$ cat config.mk
export PLATFORM = sky130hd
export DESIGN_NAME = sr_ff_sequencer_flat
export DESIGN_NICKNAME = d
export VERILOG_FILES = /design/src/rtl/sr_ff_sequencer_pkg.sv /design/src/rtl/sr_ff_sequencer_if.sv /design/src/rtl/sr_ff_sequencer_tick_prescaler.sv /design/src/rtl/sr_ff_sequencer.sv /design/src/flat_wrapper.sv
export SDC_FILE = /design/constraint.sdc
export NUM_CORES = 1
export LEC_CHECK = 0
export CORE_MARGIN = 2
export CORE_UTILIZATION = 50
export CTS_BUF_LIST = sky130_fd_sc_hd__clkbuf_16
export DETAILED_ROUTE_END_ITERATION = 12
export PLACE_DENSITY = 0.74
export SYNTH_ARGS = -nofsm -noshare
export SYNTH_HDL_FRONTEND = slang
export SYNTH_SLANG_ARGS = --single-unit
export TNS_END_PERCENT = 50
$ cat constraint.sdc
create_clock -name clk -period 2.4 [get_ports clk]
set_input_delay 0.48 -clock clk [delete_from_list [all_inputs] [get_ports clk]]
set_output_delay 0.48 -clock clk [all_outputs]
set_load 0.01 [all_outputs]
$ cat src/rtl/sr_ff_sequencer_pkg.sv
// rtl/sr_ff_sequencer_pkg.sv - shared types, drive codes and step tables for the SR flip-flop sequencer
package sr_seq_pkg;

  typedef enum logic [2:0] {
    ST_IDLE,
    ST_DRIVE,
    ST_SAMPLE,
    ST_CHECK,
    ST_DONE
  } seq_state_t;

  localparam logic [1:0] SR_HOLD = 2'b00;
  localparam logic [1:0] SR_RST  = 2'b01;
  localparam logic [1:0] SR_SET  = 2'b10;

  // Index 0 is the rightmost element: steps 0..3 drive RST, SET, HOLD, RST.
  localparam logic [3:0][1:0] SR_PATTERN = {SR_RST, SR_HOLD, SR_SET, SR_RST};
  localparam logic [3:0]      EXP_Q      = 4'b0110;

  function automatic int idx_width(input int n);
    return (n > 1) ? $clog2(n) : 1;
  endfunction

  function automatic logic [1:0] pattern_at(input logic [1:0] slot);
    return SR_PATTERN[slot];
  endfunction

  function automatic logic exp_q_at(input logic [1:0] slot);
    return EXP_Q[slot];
  endfunction

endpackage

$ cat src/rtl/sr_ff_sequencer_if.sv
// rtl/sr_ff_sequencer_if.sv - control, flip-flop drive/feedback and status bundle of the sequencer
interface sr_ff_sequencer_if
  import sr_seq_pkg::*;
#(
  parameter int NUM_STEPS = 8,
  parameter int ERR_W     = 8
);
  localparam int IDX_W = idx_width(NUM_STEPS);

  logic             start;
  logic             stop;
  logic             step_mode;
  logic             step;
  logic             q;
  logic             q_bar;
  logic             s;
  logic             r;
  logic             busy;
  logic             done;
  logic             tick;
  logic [IDX_W-1:0] step_idx;
  logic             err;
  logic [ERR_W-1:0] err_count;

  modport master (
    output start, stop, step_mode, step, q, q_bar,
    input  s, r, busy, done, tick, step_idx, err, err_count
  );

  modport slave (
    input  start, stop, step_mode, step, q, q_bar,
    output s, r, busy, done, tick, step_idx, err, err_count
  );

endinterface

$ cat src/rtl/sr_ff_sequencer_tick_prescaler.sv
// rtl/sr_ff_sequencer_tick_prescaler.sv - free-running clock-enable generator, one tick per DIVISOR cycles
module tick_prescaler #(
  parameter int DIVISOR = 100_000_000
) (
  input  logic clk,
  input  logic reset,
  output logic tick
);
  localparam int               CNT_W = $clog2(DIVISOR);
  localparam logic [CNT_W-1:0] LAST  = CNT_W'(DIVISOR - 1);

  logic [CNT_W-1:0] count_q;
  logic [CNT_W-1:0] count_d;

  always_comb begin
    count_d = (count_q == LAST) ? '0 : count_q + CNT_W'(1);
  end

  always_ff @(posedge clk) begin
    if (reset) begin
      count_q <= '0;
    end else begin
      count_q <= count_d;
    end
  end

  assign tick = (count_q == LAST);

endmodule

$ cat src/rtl/sr_ff_sequencer.sv
// rtl/sr_ff_sequencer.sv - steps an SR flip-flop through a fixed s/r pattern and checks q/q_bar
// Optional checker: define SR_SEQ_CHECK_EN to enable err/err_count; otherwise they read 0.
module sr_ff_sequencer
  import sr_seq_pkg::*;
#(
  parameter int DIVISOR   = 100_000_000,
  parameter int NUM_STEPS = 8,
  parameter int ERR_W     = 8
) (
  input  logic                clk,
  input  logic                reset,
  sr_ff_sequencer_if.slave    bus
);
  localparam int               IDX_W    = idx_width(NUM_STEPS);
  localparam logic [IDX_W-1:0] LAST_IDX = IDX_W'(NUM_STEPS - 1);

  logic tick_w;

  tick_prescaler #(
    .DIVISOR(DIVISOR)
  ) u_prescaler (
    .clk  (clk),
    .reset(reset),
    .tick (tick_w)
  );

  seq_state_t       state_q, state_d;
  logic             s_q, s_d;
  logic             r_q, r_d;
  logic             busy_q, busy_d;
  logic             done_q, done_d;
  logic [IDX_W-1:0] idx_q, idx_d;
  logic             adv;
  logic [1:0]       slot;

`ifdef SR_SEQ_CHECK_EN
  logic             err_q, err_d;
  logic [ERR_W-1:0] err_cnt_q, err_cnt_d;
  logic             exp_q;
  logic             mismatch;
`endif

  always_comb begin
    adv     = bus.step_mode ? bus.step : tick_w;
    slot    = 2'(idx_q);
    state_d = state_q;
    s_d     = 1'b0;
    r_d     = 1'b0;
    done_d  = 1'b0;
    idx_d   = idx_q;
`ifdef SR_SEQ_CHECK_EN
    err_d     = err_q;
    err_cnt_d = err_cnt_q;
    exp_q     = exp_q_at(slot);
    mismatch  = (bus.q != exp_q) || (bus.q_bar != !exp_q);
`endif

    // Stop outranks everything, including a start in the same cycle.
    if (bus.stop) begin
      state_d = ST_IDLE;
    end else begin
      case (state_q)
        ST_IDLE: begin
          if (bus.start) begin
            state_d = ST_DRIVE;
            idx_d   = '0;
`ifdef SR_SEQ_CHECK_EN
            err_d     = 1'b0;
            err_cnt_d = '0;
`endif
          end
        end
        ST_DRIVE: begin
          if (adv) begin
            {s_d, r_d} = pattern_at(slot);
            state_d    = ST_SAMPLE;
          end
        end
        ST_SAMPLE: begin
          state_d = ST_CHECK;
        end
        ST_CHECK: begin
`ifdef SR_SEQ_CHECK_EN
          if (mismatch) begin
            err_d = 1'b1;
            if (err_cnt_q != '1) begin
              err_cnt_d = err_cnt_q + ERR_W'(1);
            end
          end
`endif
          if (idx_q == LAST_IDX) begin
            state_d = ST_DONE;
            done_d  = 1'b1;
          end else begin
            idx_d   = idx_q + IDX_W'(1);
            state_d = ST_DRIVE;
          end
        end
        ST_DONE: begin
          state_d = ST_IDLE;
        end
        default: begin
          state_d = ST_IDLE;
        end
      endcase
    end

    busy_d = (state_d != ST_IDLE);
  end

  always_ff @(posedge clk) begin
    if (reset) begin
      state_q <= ST_IDLE;
      s_q     <= 1'b0;
      r_q     <= 1'b0;
      busy_q  <= 1'b0;
      done_q  <= 1'b0;
      idx_q   <= '0;
`ifdef SR_SEQ_CHECK_EN
      err_q     <= 1'b0;
      err_cnt_q <= '0;
`endif
    end else begin
      state_q <= state_d;
      s_q     <= s_d;
      r_q     <= r_d;
      busy_q  <= busy_d;
      done_q  <= done_d;
      idx_q   <= idx_d;
`ifdef SR_SEQ_CHECK_EN
      err_q     <= err_d;
      err_cnt_q <= err_cnt_d;
`endif
    end
  end

  assign bus.s        = s_q;
  assign bus.r        = r_q;
  assign bus.busy     = busy_q;
  assign bus.done     = done_q;
  assign bus.tick     = tick_w;
  assign bus.step_idx = idx_q;

`ifdef SR_SEQ_CHECK_EN
  assign bus.err       = err_q;
  assign bus.err_count = err_cnt_q;
`else
  // Feedback is only consumed by the checker; keep it visibly sunk otherwise.
  wire unused_feedback = bus.q ^ bus.q_bar;
  assign bus.err       = 1'b0;
  assign bus.err_count = '0;
`endif

endmodule

$ cat src/flat_wrapper.sv
// flat-port wrapper written by rule: the top's interface ports become plain ports
module sr_ff_sequencer_flat import sr_seq_pkg::*;
#(
  parameter int DIVISOR   = 100_000_000,
  parameter int NUM_STEPS = 8,
  parameter int ERR_W     = 8
)
  (clk, reset, bus_start, bus_stop, bus_step_mode, bus_step, bus_q, bus_q_bar, bus_s, bus_r, bus_busy, bus_done, bus_tick, bus_step_idx, bus_err, bus_err_count);
  sr_ff_sequencer_if #(.NUM_STEPS(NUM_STEPS), .ERR_W(ERR_W)) bus_i ();
  input  logic clk;
  input  logic reset;
  input wire logic [$bits(bus_i.start)-1:0] bus_start;
  input wire logic [$bits(bus_i.stop)-1:0] bus_stop;
  input wire logic [$bits(bus_i.step_mode)-1:0] bus_step_mode;
  input wire logic [$bits(bus_i.step)-1:0] bus_step;
  input wire logic [$bits(bus_i.q)-1:0] bus_q;
  input wire logic [$bits(bus_i.q_bar)-1:0] bus_q_bar;
  output wire logic [$bits(bus_i.s)-1:0] bus_s;
  output wire logic [$bits(bus_i.r)-1:0] bus_r;
  output wire logic [$bits(bus_i.busy)-1:0] bus_busy;
  output wire logic [$bits(bus_i.done)-1:0] bus_done;
  output wire logic [$bits(bus_i.tick)-1:0] bus_tick;
  output wire logic [$bits(bus_i.step_idx)-1:0] bus_step_idx;
  output wire logic [$bits(bus_i.err)-1:0] bus_err;
  output wire logic [$bits(bus_i.err_count)-1:0] bus_err_count;
  assign bus_i.start = bus_start;
  assign bus_i.stop = bus_stop;
  assign bus_i.step_mode = bus_step_mode;
  assign bus_i.step = bus_step;
  assign bus_i.q = bus_q;
  assign bus_i.q_bar = bus_q_bar;
  assign bus_s = bus_i.s;
  assign bus_r = bus_i.r;
  assign bus_busy = bus_i.busy;
  assign bus_done = bus_i.done;
  assign bus_tick = bus_i.tick;
  assign bus_step_idx = bus_i.step_idx;
  assign bus_err = bus_i.err;
  assign bus_err_count = bus_i.err_count;
  sr_ff_sequencer #(.DIVISOR(DIVISOR), .NUM_STEPS(NUM_STEPS), .ERR_W(ERR_W)) u_core (.clk(clk), .reset(reset), .bus(bus_i));
endmodule
# After elaboration in Yosys (flattened, before gate mapping)
# Index checks and enable logic that the tools add are counted.
# classes
muxes	12
bitwise	4
reduce_logical	7
magnitude_cmp	1
eq_ne	7
addsub	2
# op_table
cell	count
$add A27 B1 Y27 const B	1
$eq A27 B27 Y1 const B	1
$mux W3	6
$pmux W3 S4	1
$eq A3 B2 Y1 const B	2
$pmux W3 S2	1
$bmux W2 S2	1
$ne A2 B2 Y1 const B	2
$not A1 Y1	4
$reduce_and A4 Y1	1
$reduce_or A4 Y1	1
$add A3 B1 Y3 const B	1
$eq A3 B1 Y1 const B	1
$eq A3 B3 Y1 const B	1
$logic_not A3 Y1	1
$lt A2 B3 Y1 const B	1
$reduce_bool A3 Y1	1
$reduce_or A3 Y1	1
$mux W1	2
$mux W2	1
$reduce_bool A2 Y1	1
$reduce_or A2 Y1	1
# totals
in_bits	8
reg_bits	37
output_inout_bits	17
wordCells	40

# Logic depth before layout (Yosys ltp)
# depth
word_depth	6
mapped_depth	7
mapped_depth_nobuf	6

# Hierarchy
# From an unflattened synthesis, not the netlist that was laid out.
# hier_totals
cells_unflattened	196
hier_area_um2	1800.5
# modules_own_cells
mod	cells_each	seq_area_each_um2	n_inst	area_per_inst_um2
tick_prescaler	149	540.5	1	1311.3
sr_ff_sequencer	47	200.2	1	489.2

# Least setup slack after synthesis
# Ideal clock, no wire load.
# synth_timing
path_type	reg2out
start	register u_core.u_prescaler.count_q[0]
end	output port bus_tick
path_buffers	1
stages_incl_launch_ff	7
path_slack_ns	0.408
t_arrival_ns	1.512
path_cell_list	dfxtp_1 ha_1 and4_2 buf_2 nand4_1 or3_1 inv_1
# synth_between
elab_chain_len	1
# synth_rtl
item	line_no	source
from (decl)	sr_ff_sequencer_tick_prescaler.sv:12	logic [CNT_W-1:0] count_q;
from (signal assigned)	sr_ff_sequencer_tick_prescaler.sv:23	count_q <= count_d;
$eq A27 B27 Y1	sr_ff_sequencer_tick_prescaler.sv:27	assign tick = (count_q == LAST);
to (decl)	flat_wrapper.sv:22	output wire logic [$bits(bus_i.tick)-1:0] bus_tick;
# Every way passes these cells.

# Worst setup path in the final report
# Ends and elaborated chain as after synthesis.

==> results.json <==
{
  "status": "finished, final reports clean",
  "cts_buffers": 5,
  "cts.sinks": 37,
  "die_h_um": 65.33,
  "hold_viol": 0,
  "pin_count": 25,
  "maxSlewViolCount": 0,
  "drt-initial-drc-count": 85,
  "min_to": "u_core.bus.step_idx[2]",
  "grt_pass1_vias": 1581,
  "synthArstFlopShare": 0,
  "rrSetupSlack_ns": 0.49,
  "cp_slowest_cell": "or3_4",
  "cp-end-kind": "output pin",
  "syn_avg_cell_area_um2": 8.626,
  "placed_area_mm2": 0.002186,
  "antenna_cells": 0,
  "syn_inst": 218,
  "place_congestion": 0.7765,
  "drt-pass1-iter-count": 4,
  "cts_tree": "done",
  "synth_top_area_cell": "dfxtp_1",
  "p_leak_nw": 0.8590,
  "ant_nets": 0,
  "post-route-period-util": 0.9221,
  "register_area_um2": 742.0,
  "post-route-util": 0.6525,
  "required_ns": 1.92,
  "final_area_mm2": 0.002371,
  "antenna_found_initial": 0,
  "clockBufferDepth": 2,
  "worstHoldPathCells": 2,
  "fillers": 324,
  "yosys.area.top_type_share": 0.3939,
  "wl_per_cell_um": 12.74,
  "setup-violations-final": 0,
  "hold_slack_ns": 0.4702,
  "yosys_warnings": 0,
  "start_util": 0.5176,
  "slowest_delay_ns": 0.40,
  "total_power_mw": 1.426,
  "synth-edff-count": 0,
  "cp-start-kind": "register",
  "critPathArrivalTime_ns": 1.73,
  "synth_seq_cells": 37,
  "clock-root-buffer": "clkbuf_16",
  "critPathKind": "register to output pin",
  "num_vias": 1675,
  "ys_types": 42,
  "vdd_drop_max_mv": 0.3715,
  "fmax_ghz": 0.4519,
  "drive_above_1_share": 0.1751,
  "grt_pass1_wl_mm": 6.920,
  "hold_buffers": 0,
  "multi_input_area_mm2": 0.001064,
  "crit_chain": "ha_2, and4_2, nand4_1, or3_4, inv_1, clkbuf_2",
  "rr_endpoint": "u_core.u_prescaler.count_q[19]",
  "path_clk_slew_ns": 0.05,
  "die_area_mm2": 0.004267,
  "vias_per_cell": 5.492,
  "cp_max_fo": 2,
  "place_hpwl_mm": 2.856,
  "htree_levels": 2,
  "grt_max_degree": 24,
  "grtUsageTotal": 0.2081,
  "syn_to_final_growth_pct": 26.08,
  "die_width_um": 65.33,
  "synth_ff_type": "dfxtp_1",
  "totalWireLength_mm": 3.886,
  "worst_pin_slew_ns": 0.5634,
  "yosysMostFrequentCell": "dfxtp_1",
  "power_density_mw_per_mm2": 601.2,
  "place_inst": 297,
  "insertion_delay_ns": 0.28,
  "worst_hold_path_type": "register to register",
  "syn-cell-area_mm2": 0.001881,
  "layout_min_cycle_time_ns": 2.213,
  "core_area_mm2": 0.003633,
  "row_count": 22,
  "fin_ws_ns": 0.1869,
  "overflow": 0,
  "route.detailed.drc": 0,
  "reg2reg_from": "u_core.u_prescaler.count_q[9]",
  "rr_worst_depth": 5,
  "nNetsFinal": 268,
  "timing.setup.tns_ns": 0,
  "stdcell_count": 305,
  "port_buffers": 13,
  "skew_ns": 0.002637,
  "yosys-top-cells-count": "37 x dfxtp_1, 16 x nand2_1, 15 x a21oi_1, 14 x nor2_1",
  "hold_start": "u_core.bus.step_idx[2]",
  "relSlewSlack": 0.6204,
  "synth_area_leaders": "dfxtp_1 39%, a21oi_1 4.0%, buf_4 3.6%, or4_1 3.6%, nand4_1 3.3%",
  "place_ws_ns": 0.01181,
  "ys_seq_area_frac": 0.3939,
  "rsz0062_at_grt": "no",
  "drv_cap": 0
}
[state kept, by name, indices dropped and copies added, names as in the netlist]
signal                      count
u_core.state_q                  3
u_core.bus.step_idx             3
u_core.bus.r                    1
u_core.bus.done                 1
u_core.u_prescaler.count_q     27
u_core.bus.s                    1
u_core.bus.busy                 1
[cells in the final DEF (no fill, tap or decap), drive strengths merged, types with 2 or more instances in the layout]
cell type       n
dfxtp          37
buf            25
nand2          17
a21oi          15
nor2           14
clkdlybuf4s50  12
nand4          10
nand3          10
or3            10
or4            10
o21ai           9
conb            9
o31ai           9
inv             7
xnor2           7
and3            6
clkbuf          6
and4            5
xor2            4
nor4            4
ha              4
nor2b           3
nor4b           3
nand3b          2
nor3            2
nand2b          2
a31oi           2
or2             2
[logic make-up (layout without fill, tap and decap cells)]
group,after synthesis,in the layout,share of synthesized area
xor+xnor,11,11,0.05123
fa+ha+maj,4,4,0.02661
compound gates,40,40,0.1317
simple gates,103,103,0.3260
other cells,1,9,0.001994
buf+inv,22,53,0.06853
flops,37,37,0.3939
[layer usage]
layer | GRT usage | part of all wire | up-vias
met5 | 0 | 0 | -
met4 | 0.07813 | 0.014 | 0
met3 | 0.05137 | 0.033 | 4
met2 | 0.3342 | 0.47 | 33
met1 | 0.2703 | 0.48 | 770
li1 | - | - | 868
[area by class of cell]
class,count,share of cell area
well taps,48,0.02533
flip-flops and latches,37,0.3129
clock buffers,5,0.05277
multi-input cells,167,0.4485
inverters,7,0.01108
repair buffers,38,0.1319
clock inverters,3,0.01741
[where the power goes]
part,internal (mW),leakage (nW),switching (mW)
Sequential,0.625,0.300,0.00933
Combinational,0.0284,0.482,0.0362
Clock,0.485,0.0775,0.241
Total,1.14,0.859,0.287
[critical path, delay by kind of cell, from the launching register on]
kind	cells	cell delay, ns
fa+ha+maj	1	0.18
buf+inv	2	0.18
flops	1	0.35
simple gates	3	0.75
[how the worst max path moves through the flow]
stage                                    from  endpoint  depth (start not counted)
2_1_floorplan   u_core.u_prescaler.count_q[0]  bus_tick                          6
3_3_place_gp    u_core.u_prescaler.count_q[1]  bus_tick                          6
3_5_place_dp   u_core.u_prescaler.count_q[19]  bus_tick                          5
4_1_cts         u_core.u_prescaler.count_q[1]  bus_tick                          6
5_1_grt         u_core.u_prescaler.count_q[0]  bus_tick                          6
6_report        u_core.u_prescaler.count_q[0]  bus_tick                          6
[timing repair]
item	CTS	global route
cloned	0	0
setup buffers	0	0
gates resized for setup	3	5
setup endpoints to repair	1	1
(Power assumes the default switching activity.)
